--- src/rtl/cpu6502_int_ctrl_pkg.sv ---
`default_nettype none
// ============================================================================
// Module   : cpu6502_int_ctrl_pkg
// Brief    : Shared encodings for the cpu6502 interrupt/reset sequencer:
//            sequencer states, interrupt source codes and default vector
//            low bytes.
// Revision : 1.0  initial release
// ============================================================================
package cpu6502_int_ctrl_pkg;

    // Sequencer states
    typedef enum logic [1:0] {
        INT_RST_PEND = 2'd0,
        INT_IDLE     = 2'd1,
        INT_SVC      = 2'd2
    } int_state_t;

    // Source of the BRK sequence currently being serviced
    typedef enum logic [1:0] {
        INT_SRC_RST = 2'd0,
        INT_SRC_NMI = 2'd1,
        INT_SRC_IRQ = 2'd2,
        INT_SRC_BRK = 2'd3
    } int_src_t;

    // Default vector low bytes ($FFFA NMI, $FFFC reset, $FFFE IRQ/BRK)
    localparam logic [7:0] c_nmi_vec_lo = 8'hFA;
    localparam logic [7:0] c_rst_vec_lo = 8'hFC;
    localparam logic [7:0] c_irq_vec_lo = 8'hFE;

endpackage : cpu6502_int_ctrl_pkg
`default_nettype wire

--- src/rtl/cpu6502_int_sync.sv ---
`default_nettype none
// ============================================================================
// Module   : cpu6502_int_sync
// Brief    : Two-flop synchronizer for an asynchronous active-low interrupt
//            pin. Both flops reset to 1 (pin inactive).
// Revision : 1.0  initial release
// ============================================================================
module cpu6502_int_sync (
    input  logic clk,
    input  logic reset_n,
    input  logic d,
    output logic q
);

    logic r_meta;
    logic r_sync;

    // Two-stage resynchronisation into the clk domain
    always_ff @(posedge clk) begin
        if (!reset_n) begin
            r_meta <= 1'b1;
            r_sync <= 1'b1;
        end else begin
            r_meta <= d;
            r_sync <= r_meta;
        end
    end

    assign q = r_sync;

endmodule : cpu6502_int_sync
`default_nettype wire

--- src/rtl/cpu6502_int_ctrl.sv ---
`default_nettype none
// ============================================================================
// Module   : cpu6502_int_ctrl
// Brief    : Interrupt/reset sequencer for cpu6502. Prioritises
//            RESET > NMI > IRQ, injects BRK at opcode fetch, selects the
//            vector low byte, drives the pushed B value and turns the
//            reset-entry pushes into reads.
//            Build option: CPU6502_INT_SYNC_EN routes nmi_n/irq_n through
//            2-flop synchronizers (adds 2 cycles of latency on both).
// Revision : 1.0  initial release
// ============================================================================
module cpu6502_int_ctrl
    import cpu6502_int_ctrl_pkg::*;
#(
    parameter logic [7:0] NMI_VEC_LO = c_nmi_vec_lo,
    parameter logic [7:0] RST_VEC_LO = c_rst_vec_lo,
    parameter logic [7:0] IRQ_VEC_LO = c_irq_vec_lo
) (
    input  logic       clk,
    input  logic       reset_n,
    input  logic       nmi_n,
    input  logic       irq_n,
    input  logic       sync,
    input  logic       i_flag,
    input  logic       brk_op,
    input  logic       vec_ack,
    output logic       force_brk,
    output logic [7:0] vector_lo,
    output logic       b_flag,
    output logic       wr_inhibit,
    output logic       int_busy
);

    int_state_t r_state;
    int_state_t w_state_nxt;
    int_src_t   r_src;
    int_src_t   w_src_nxt;
    logic       r_brk_b;
    logic       w_brk_b_nxt;
    logic       r_nmi_q;
    logic       r_nmi_pend;
    logic       w_nmi_pin;
    logic       w_irq_pin;
    logic       w_nmi_edge;
    logic       w_irq_take;

`ifdef CPU6502_INT_SYNC_EN
    cpu6502_int_sync u_nmi_sync (
        .clk     (clk),
        .reset_n (reset_n),
        .d       (nmi_n),
        .q       (w_nmi_pin)
    );

    cpu6502_int_sync u_irq_sync (
        .clk     (clk),
        .reset_n (reset_n),
        .d       (irq_n),
        .q       (w_irq_pin)
    );
`else
    assign w_nmi_pin = nmi_n;
    assign w_irq_pin = irq_n;
`endif

    assign w_nmi_edge = r_nmi_q & ~w_nmi_pin;
    assign w_irq_take = ~w_irq_pin & ~i_flag;
    assign int_busy   = (r_state != INT_IDLE);

    // Delayed NMI pin copy; it keeps tracking during reset so a pin held low
    // across reset is not mistaken for a fresh falling edge afterwards.
    always_ff @(posedge clk) begin
        r_nmi_q <= w_nmi_pin;
    end

    // NMI pending latch: set on a falling edge, cleared when the NMI vector is
    // fetched; a coincident new edge keeps it set.
    always_ff @(posedge clk) begin
        if (!reset_n) begin
            r_nmi_pend <= 1'b0;
        end else if (w_nmi_edge) begin
            r_nmi_pend <= 1'b1;
        end else if (r_state == INT_SVC && vec_ack && r_src == INT_SRC_NMI) begin
            r_nmi_pend <= 1'b0;
        end
    end

    // Sequencer state, serviced source and latched B value
    always_ff @(posedge clk) begin
        if (!reset_n) begin
            r_state <= INT_RST_PEND;
            r_src   <= INT_SRC_RST;
            r_brk_b <= 1'b0;
        end else begin
            r_state <= w_state_nxt;
            r_src   <= w_src_nxt;
            r_brk_b <= w_brk_b_nxt;
        end
    end

    // Next-state selection and output decode
    always_comb begin
        w_state_nxt = r_state;
        w_src_nxt   = r_src;
        w_brk_b_nxt = r_brk_b;
        force_brk   = 1'b0;
        vector_lo   = IRQ_VEC_LO;
        b_flag      = 1'b0;
        wr_inhibit  = 1'b0;

        case (r_state)
            INT_RST_PEND: begin
                vector_lo  = RST_VEC_LO;
                wr_inhibit = 1'b1;
                if (sync) begin
                    force_brk   = 1'b1;
                    w_state_nxt = INT_SVC;
                    w_src_nxt   = INT_SRC_RST;
                    w_brk_b_nxt = 1'b0;
                end
            end

            INT_IDLE: begin
                if (sync) begin
                    if (r_nmi_pend) begin
                        force_brk   = 1'b1;
                        w_state_nxt = INT_SVC;
                        w_src_nxt   = INT_SRC_NMI;
                        w_brk_b_nxt = 1'b0;
                    end else if (w_irq_take) begin
                        force_brk   = 1'b1;
                        w_state_nxt = INT_SVC;
                        w_src_nxt   = INT_SRC_IRQ;
                        w_brk_b_nxt = 1'b0;
                    end else if (brk_op) begin
                        // Real opcode 00 runs untouched; only the source is noted
                        w_state_nxt = INT_SVC;
                        w_src_nxt   = INT_SRC_BRK;
                        w_brk_b_nxt = 1'b1;
                    end
                end
            end

            INT_SVC: begin
                case (r_src)
                    INT_SRC_RST: begin
                        vector_lo  = RST_VEC_LO;
                        wr_inhibit = 1'b1;
                    end
                    INT_SRC_NMI: vector_lo = NMI_VEC_LO;
                    default:     vector_lo = IRQ_VEC_LO;
                endcase
                // B keeps the value chosen at entry, even after an NMI hijack
                b_flag = r_brk_b;
                if (vec_ack) begin
                    w_state_nxt = INT_IDLE;
                end else if (r_nmi_pend &&
                             (r_src == INT_SRC_IRQ || r_src == INT_SRC_BRK)) begin
                    w_src_nxt = INT_SRC_NMI;
                end
            end

            default: begin
                w_state_nxt = INT_RST_PEND;
                w_src_nxt   = INT_SRC_RST;
                w_brk_b_nxt = 1'b0;
            end
        endcase
    end

    // The core must never fetch an opcode while a BRK sequence is in flight
    a_no_sync_in_svc: assert property (
        @(posedge clk) disable iff (!reset_n) !(r_state == INT_SVC && sync)
    );

endmodule : cpu6502_int_ctrl
`default_nettype wire

--- config.mk ---
export PLATFORM = sky130hd
export DESIGN_NAME = cpu6502_int_ctrl
export DESIGN_NICKNAME = d
export VERILOG_FILES = /design/src/rtl/cpu6502_int_ctrl_pkg.sv /design/src/rtl/cpu6502_int_sync.sv /design/src/rtl/cpu6502_int_ctrl.sv
export SDC_FILE = /design/constraint.sdc
export NUM_CORES = 1
export LEC_CHECK = 0
export CORE_MARGIN = 5
export CORE_UTILIZATION = 30
export CTS_CLUSTER_SIZE = 24
export DETAILED_ROUTE_END_ITERATION = 10
export PLACE_DENSITY_LB_ADDON = 0.12
export SLEW_MARGIN = 0
export SYNTH_ARGS = -nofsm -noshare
export SYNTH_HDL_FRONTEND = slang
export SYNTH_SLANG_ARGS = --single-unit
--- constraint.sdc ---
create_clock -name clk -period 2.4 [get_ports clk]
set_clock_uncertainty 0.1 [all_clocks]
set_input_delay 0.24 -clock clk [delete_from_list [all_inputs] [get_ports clk]]
set_output_delay 0.24 -clock clk [all_outputs]
set_load 0.03 [all_outputs]
# Word-level counts from Yosys, hierarchy flattened
# Index checks and enable logic that the tools add are counted.
# Widths: inputs -> output; s select.
dict set report word_totals {
  ff_bits 7
  latch_bits 0
  ramBits 0
  romBits 0
  out_inout_bits 12
  memories 0
}
dict set report classes {
  addsub 0
  mul 0
  div 0
  n_lt_le_gt_ge 0
  eq_ne 12
  shift 0
  mux 33
  n_bitwise 6
  reduce_logical 10
}
# cell count
set ops {}
lappend ops {{$mux 2} 13}
lappend ops {{$mux 1} 13}
lappend ops {{$pmux 2 s3} 2}
lappend ops {{$pmux 3 s2} 2}
lappend ops {{$ne 2x2->1 const B} 4}
lappend ops {{$reduce_and 4->1} 2}
lappend ops {{$eq 2x2->1 const B} 3}
lappend ops {{$reduce_and 5->1} 1}
lappend ops {{$eq 2x1->1 const B} 2}
lappend ops {{$logic_not 2->1} 2}
lappend ops {{$ne 2x1->1 const B} 2}
lappend ops {{$ne 4x4->1 const B} 1}
lappend ops {{$not 1->1} 4}
lappend ops {{$pmux 1 s2} 2}
lappend ops {{$logic_and 1x1->1} 3}
lappend ops {{$pmux 1 s3} 1}
lappend ops {{$and 1x1->1} 2}
lappend ops {{$reduce_bool 2->1} 1}
lappend ops {{$logic_or 1x1->1} 1}

# Longest topological paths before layout
# Gate-level depths: netlist of run 1.
dict set report depth {
  ltp_word 6
  mapped_depth 6
}

# Worst setup path before layout of run 1
# Ideal clock, no wire load.
dict set report synth_timing {
  path_type {reg2out}
  startpoint {register r_state[0]}
  endpoint {output vector_lo[2]}
  arrival_time_ns 1.445
  required_time_ns 2.060
  slack_ns 0.615
  stages_incl_launch_ff 5
  n_path_buf 0
  cell_sequence {dfxtp_1 > inv_1 > ha_1 > inv_1 > or4b_2}
}
dict set report synth_via {
  elab_chain_cells 2
  word_cells_on_any_way 3
  classes_between {eq/ne: 1; mux: 1; reduce/logical: 1}
}
# element line
set synth_rtl {}
lappend synth_rtl {{start: declaration} cpu6502_int_ctrl.sv:34} ;# int_state_t r_state;
lappend synth_rtl {{start signal: assignment} cpu6502_int_ctrl.sv:95} ;# r_state <= w_state_nxt;
lappend synth_rtl {{$eq 2x2->1 / $logic_not 2->1 (equally long branches)} cpu6502_int_ctrl.sv:111} ;# case (r_state)
lappend synth_rtl {{$pmux 3 s2 (*)} cpu6502_int_ctrl.sv:111}
lappend synth_rtl {{end: declaration} cpu6502_int_ctrl.sv:28} ;# output logic [7:0] vector_lo,
# Every way passes the cells marked *; elsewhere a longest branch is shown, timed or not.

# Final worst setup path of run 1
# Same ends and word-level chain as after synthesis.

==> results of run 1 <==
==> worst max-delay path, cell delays in order (launching register included) <==
cell           delay, ns
dfxtp_1             0.33
inv_1               0.08
ha_1                0.22
inv_1               0.07
or4b_2              0.62
dlygate4sd2_1       0.38
==> report_power, final <==
part           switching (µW)  internal [µW]
sequential               20.7            138
combinational             232            172
clock                    38.6           63.1
total                     291            373
==> per-stage QoR <==
step	cell area, µm²	setup slack [ns]	total power, µW	util	hold slack [ns]
floorplan	533.0	0.6153	436.5	-	0.1677
global route	680.7	0.0002431	720.4	0.4030	0.3657
CTS	678.2	0.03936	676.3	0.4015	0.3665
detailed placement	654.4	0.1302	576.1	0.3874	0.4083
finish	680.7	0.1135	664.0	0.4030	0.3747
global placement	654.4	0.1537	581.1	0.3874	0.3966
==> metal layers <==
layer  GRT usage  share of wire  vias to the layer above
li1            -              -                      242
met1      0.1125           0.48                      199
met2      0.1356           0.42                       19
met3     0.02292          0.085                        2
met4     0.06550          0.012                        0
met5           0              0                        -
==> cell families after synthesis <==
group	after synthesis	share of synthesized area
multiplexers	2	0.03865
adder cells (fa/ha/maj)	4	0.09662
other	2	0.01450
buffers and inverters	12	0.1304
AND/OR/NAND/NOR	23	0.2464
AO/OA/AOI/OAI	14	0.2029
flip-flops	7	0.2705
==> flip-flops by register name, summed over array words and instances, names as in the netlist <==
register	cells
r_state	2
r_nmi_pend	1
r_brk_b	1
r_nmi_q	1
r_src	2
==> what timing repair did <==
action / CTS / global route
setup endpoints to repair: 2 / 1
resized for setup: 2 / 1
gates cloned: 0 / 0
==> worst paths after layout <==
check | slack [ns] | start | endpoint
worst max register to register | 0.63 | r_state[1]$_SDFFE_PN0P_ | r_state[1]$_SDFFE_PN0P_
worst min-delay path | 0.37 | nmi_n | r_nmi_q$_DFF_P_
worst max-delay path | 0.11 | r_state[0]$_SDFFE_PN0P_ | vector_lo[2]
worst min register to register | 0.41 | r_src[0]$_SDFFE_PN0P_ | r_src[0]$_SDFFE_PN0P_
==> layout by cell type, fill, tap and decap left out, types with 3 or more instances in the layout <==
master            n
nand2_1           5
conb_1            6
a21oi_1           5
inv_1             6
ha_1              4
dfxtp_1           7
clkbuf_4          3
nor2_1            4
clkdlybuf4s50_1  10
==> area by class of cell <==
| cell class | instances | area (µm²) |
|---|---|---|
| Clock buffer | 4 | 26.28 |
| Inverter | 6 | 22.52 |
| Fill cell | 170 | 1008 |
| Multi-Input combinational cell | 49 | 325.3 |
| Sequential cell | 7 | 140.1 |
| Timing Repair Buffer | 15 | 145.1 |
| Tap cell | 17 | 21.27 |
==> synthesized netlist by cell type <==
| master | count | area share |
|---|---|---|
| nor2b_2 | 1 | 0.017 |
| dfxtp_1 | 7 | 0.27 |
| a211oi_1 | 2 | 0.029 |
| nand2_1 | 5 | 0.036 |
| or4b_2 | 1 | 0.019 |
| nor3_1 | 2 | 0.019 |
| o21ba_2 | 1 | 0.019 |
| a31o_1 | 1 | 0.017 |
| mux2i_1 | 2 | 0.039 |
| inv_1 | 6 | 0.043 |
| buf_4 | 6 | 0.087 |
| a31oi_2 | 1 | 0.024 |
| conb_1 | 2 | 0.014 |
| nor2b_1 | 2 | 0.024 |
| o41ai_2 | 1 | 0.031 |
| nand4b_1 | 1 | 0.017 |
| or2_2 | 1 | 0.012 |
| nor2_1 | 4 | 0.029 |
| a21oi_1 | 5 | 0.048 |
| or2_4 | 1 | 0.017 |
| nand3_1 | 2 | 0.019 |
| o21ai_0 | 2 | 0.019 |
| ha_1 | 4 | 0.097 |
| and2_1 | 1 | 0.012 |
| nand2b_1 | 2 | 0.024 |
| o211ai_1 | 1 | 0.014 |
==> summary.md, run 1 <==
| Metric | Value |
|---|---|
| Rows | 15 |
| Post-Route Setup TNS | 0 ns |
| PortBufs | 13 |
| Clock transition at the registers of the reported paths | 0.05 ns |
| Worst-Skew Late Latency | 0.24 ns |
| Syn Area/Cell | just over 8 µm² |
| Dpl hpwl | 918 µm |
| Synth Instances | 64 |
| Yosys reg bits | 7 |
| Vert. Die Dim | just over 50 µm |
| Crit path arrival time | 1.95 ns |
| Max_cap viols | 0 |
| CTS tree | built |
| Max Root-Sink Buffers | 2 |
| Critical Path End Type | output pin |
| Routed via count | 462 |
| Share of layout cells above drive strength 1 | 0.1481 |
| Register area share after synthesis | 0.2705 |
| Nets | 94 |
| Startpoint types | register |
| Die width | 51.56 µm |
| DRT Pass-1 Iters | 4 |
| Leak | just under 0.0003 µW |
| Cell Count, Final, Fillers Out | slightly below 100 |
| All-Layer GR Usage | 0.09091 |
| Ant diodes | 0 |
| Setup CP Type | reg2out |
| GP Congestion | 0.7296 |
| Routed WL | 1.096 mm |
| Hold depth | 1 |
| First-pass GRT wire length | 1.787 mm |
| Yosys Warn Count | 0 |
| H-tree depth | 1 |
| Worst-path maximum fanout | 5 |
| DR iter-0 viols | 7 |
| Hold Buf Count CTS | 0 |
| Fin crit share | 0.9527 |
| Fmax | 437.3 MHz |
| Synth unique cells | 26 |
| Num ports | 20 |
| RSZ-0062 raised after global routing | false |
| Die area | 2658 µm² |
| Initial core utilization | 0.3067 |
| # setup viols final | 0 |
| Largest net degree at the start of global routing | 8 |
| Placed instance count | 94 |
| Final Hold Fails | 0 |
| CTS sink count | 7 |
| Root buf cell | clkbuf_4 |
| Outcome | complete, no violations |
| Mapped Area | 518.0 µm² |
| Post-CTS setup buffer count | 0 |
| DRC viols | 0 |
| Area grow syn2layout | 31.40% |
| Total grt overflow | 0 |
| WL/cell | between 10 and 15 µm |
| Remaining antenna violation count after routing | 0 |
| Total core area | 1689 µm² |
| Reg2reg path depth | 7 |
| Via density | roughly 4.7 |
| Period minus WS final | roughly 2.3 ns |
| Hold WC Path Type | in2reg |
| Number of global-route vias before repair | roughly 410 |
| Num CTS Buffers | 3 |
| Initial antenna violation count | 0 |
| VDD IR max | 0.4122 mV |
| Power Dens Cells | 975.5 nW/µm² |
| Slew Viols, Final | 0 |
| Critical path required time | 2.06 ns |
(Power assumes the default switching activity.)
==> inputs of run 2 (changes only) <==
--- a/config.mk
+++ b/config.mk
@@ -5,8 +5,10 @@
 export SDC_FILE = /design/constraint.sdc
 export NUM_CORES = 1
 export LEC_CHECK = 0
+export CELL_PAD_IN_SITES_DETAIL_PLACEMENT = 0
+export CELL_PAD_IN_SITES_GLOBAL_PLACEMENT = 2
 export CORE_MARGIN = 5
-export CORE_UTILIZATION = 30
+export CORE_UTILIZATION = 24
 export CTS_CLUSTER_SIZE = 24
 export DETAILED_ROUTE_END_ITERATION = 10
 export PLACE_DENSITY_LB_ADDON = 0.12
==> summary.md, run 2 (synthesis gave the netlist of run 1 again) <==
| Metric | Value |
|---|---|
| Outcome | complete, no violations |
| GP Congestion | 0.7145 (-2.1%) |
| Routed via count | 449 (-2.8%) |
| Initial antenna violation count | 0 (unchanged) |
| DRC viols | 0 (unchanged) |
| Total grt overflow | 0 (unchanged) |
| M2 GR Usage | 0.1254 (-0.01018) |
| Dpl hpwl | 1.023 mm (+11%) |
| Post-Route Setup TNS | 0 ns (unchanged) |
| Grt peak-use layer | met2 |
| CTS sink count | 7 (unchanged) |
| Power Dens Cells | 981.6 nW/µm² (+0.62%) |
| Period minus WS final | 2.206 ns (-0.08093 ns) |
| WL/cell | 11.56 µm (+3.3%) |
| Initial core utilization | 0.2588 (-0.04792) |
| Fin worst setup slack | 0.1944 ns (+0.08093 ns) |
| Remaining antenna violation count after routing | 0 (unchanged) |
| Worst-path maximum fanout | 5 (unchanged) |
| H-tree depth | 1 (unchanged) |
| Fillers | 237 (+39%) |
| Sw Share | 0.4476 (+0.009508) |
| DR iter-0 viols | 2 (-5) |
| Nets | 94 (unchanged) |
| DRT Pass-1 Iters | 4 (unchanged) |
| Leak | 0.0002932 µW (+0.47%) |
| Post-CTS setup buffer count | 0 (unchanged) |
| Total core area | 2002 µm² (+19%) |
| Fin crit share | 0.9190 (-0.03372) |
| Critical Path End Type | output pin |
| Switching power | 302.9 µW (+4.1%) |
| Ant diodes | 0 (unchanged) |
| Largest net degree at the start of global routing | 8 (unchanged) |
| Placed instance count | 104 (+11%) |
| Post-DP Area | 666.9 µm² (+1.9%) |
| Area grow syn2layout | 33.09% |
| Crit path arrival time | 1.87 ns (-0.08 ns) |
| Leading cell type in the layout, fill and taps excluded | clkdlybuf4s50_1 |
| Via density | 4.157 (-12%) |
| Number of global-route vias before repair | 492 (+19%) |
| RSZ-0062 raised after global routing | false |
| Slew Viols, Final | 0 (unchanged) |
| Biggest regs | r_src: 2 flops, r_state: 2 flops |
| Place WS | 0.1172 ns (-0.01297 ns) |
| Critical path required time | 2.06 ns (about the same) |
| Internal | 373.8 µW (+0.19%) |
| GR Util met1 | 0.1158 (+0.003326) |
| Clock transition at the registers of the reported paths | 0.05 ns (about the same) |
| Routed WL | 1.248 mm (+14%) |
| Comb power frac | 0.611 (+0.003) |
| Most frequent cells in the layout | 10 x clkdlybuf4s50_1, 7 x dfxtp_1, 6 x inv_1, 6 x conb_1 |
| Die width | 56.46 µm (+9.5%) |
| Hold Buf Count CTS | 0 (unchanged) |
| Post-route cell area | 689.4 µm² (+1.3%) |
| CTS tree | built |
| Rows | 16 (+1) |
| Root buf cell | clkbuf_4 |
| Die area | 3187 µm² (+20%) |
| Clock power frac | 0.158 (+0.005) |
| Num ports | 20 (unchanged) |
| All-Layer GR Usage | 0.08933 (-0.001581) |
| VDD IR max | 0.4358 mV (+5.7%) |
| Num CTS Buffers | 3 (unchanged) |
| Max Root-Sink Buffers | 2 (unchanged) |
| Sequential share of power | 0.231 (-0.007) |
| Share of layout cells above drive strength 1 | 0.1605 (+0.01235) |
| Startpoint types | register |
| Fmax | 453.4 MHz (+3.7%) |
| Max_cap viols | 0 (unchanged) |
| Post-route core utilization | 0.3444 (-0.05859) |
| PortBufs | 13 (unchanged) |
| Cell Count, Final, Fillers Out | 108 (+10%) |
| Hold WC Path Type | in2reg |
| GR Util met3 | 0.02523 (+0.002307) |
| Worst-Skew Late Latency | 0.25 ns (about the same) |
| First-pass GRT wire length | 2.228 mm (+25%) |
| Setup CP Type | reg2out |
| Vert. Die Dim | 56.46 µm (+9.5%) |
| # setup viols final | 0 (unchanged) |
| Final Hold Fails | 0 (unchanged) |
==> run 2: cell types whose count changed in the layout (fill, tap and decap cells not counted), sizes merged <==
cell	delta
clkbuf	+1
dlygate4sd2	-1
==> run 2: per-layer routing <==
metal	vias up	share of wire
met5	-	0
met4	0	0.0096
met3	2	0.075
met2	14	0.41
met1	190	0.50
li1	243	-
==> run 2: through the flow <==
stage	power, µW	hold WS [ns]
6_report	676.7	0.3756
5_1_grt	738.5	0.3806
4_1_cts	691.2	0.3608
3_5_place_dp	585.8	0.4006
3_3_place_gp	590.3	0.3909
2_1_floorplan	436.5	0.1677
==> run 2: timing repair <==
| action | 4_1_cts | 5_1_grt |
|---|---|---|
| cloned | 0 | 0 |
| pin swaps | 0 | 0 |
| endpoints found under the setup margin | 2 | 2 |
| resized for setup | 2 | 3 |
==> run 2: area by class of cell <==
cell class                      instances  area, µm²  area share
Tap cell                               27      33.78     0.04900
Inverter                                6      22.52     0.03267
Sequential cell                         7      140.1      0.2033
Timing Repair Buffer                   15      141.4      0.2051
Clock buffer                            4      26.28     0.03811
Multi-Input combinational cell         49      325.3      0.4719
==> run 2: final timing paths <==
path,slack [ns],to,depth (start not counted),startpoint
hold / removal,0.38,r_nmi_q$_DFF_P_,1,nmi_n
setup / recovery,0.19,wr_inhibit,7,r_state[0]$_SDFFE_PN0P_
setup reg to reg,0.59,r_state[1]$_SDFFE_PN0P_,7,r_state[0]$_SDFFE_PN0P_
hold reg to reg,0.40,r_src[0]$_SDFFE_PN0P_,2,r_src[0]$_SDFFE_PN0P_
==> run 2: power by group through the flow <==
stage | sequential, µW | clock, µW | combinational [µW]
floorplan | 154 | 0 | 283
global placement | 159 | 0 | 432
detailed placement | 159 | 0 | 427
CTS | 156 | 113 | 422
global route | 160 | 120 | 458
finish | 156 | 107 | 414
==> run 2: worst max-delay path, stage by stage (launching register included) <==
cell	delay (ns)
dfxtp_1	0.34
inv_1	0.09
ha_1	0.23
inv_1	0.07
buf_4	0.15
nor3_1	0.20
or2_2	0.14
dlygate4sd2_1	0.39
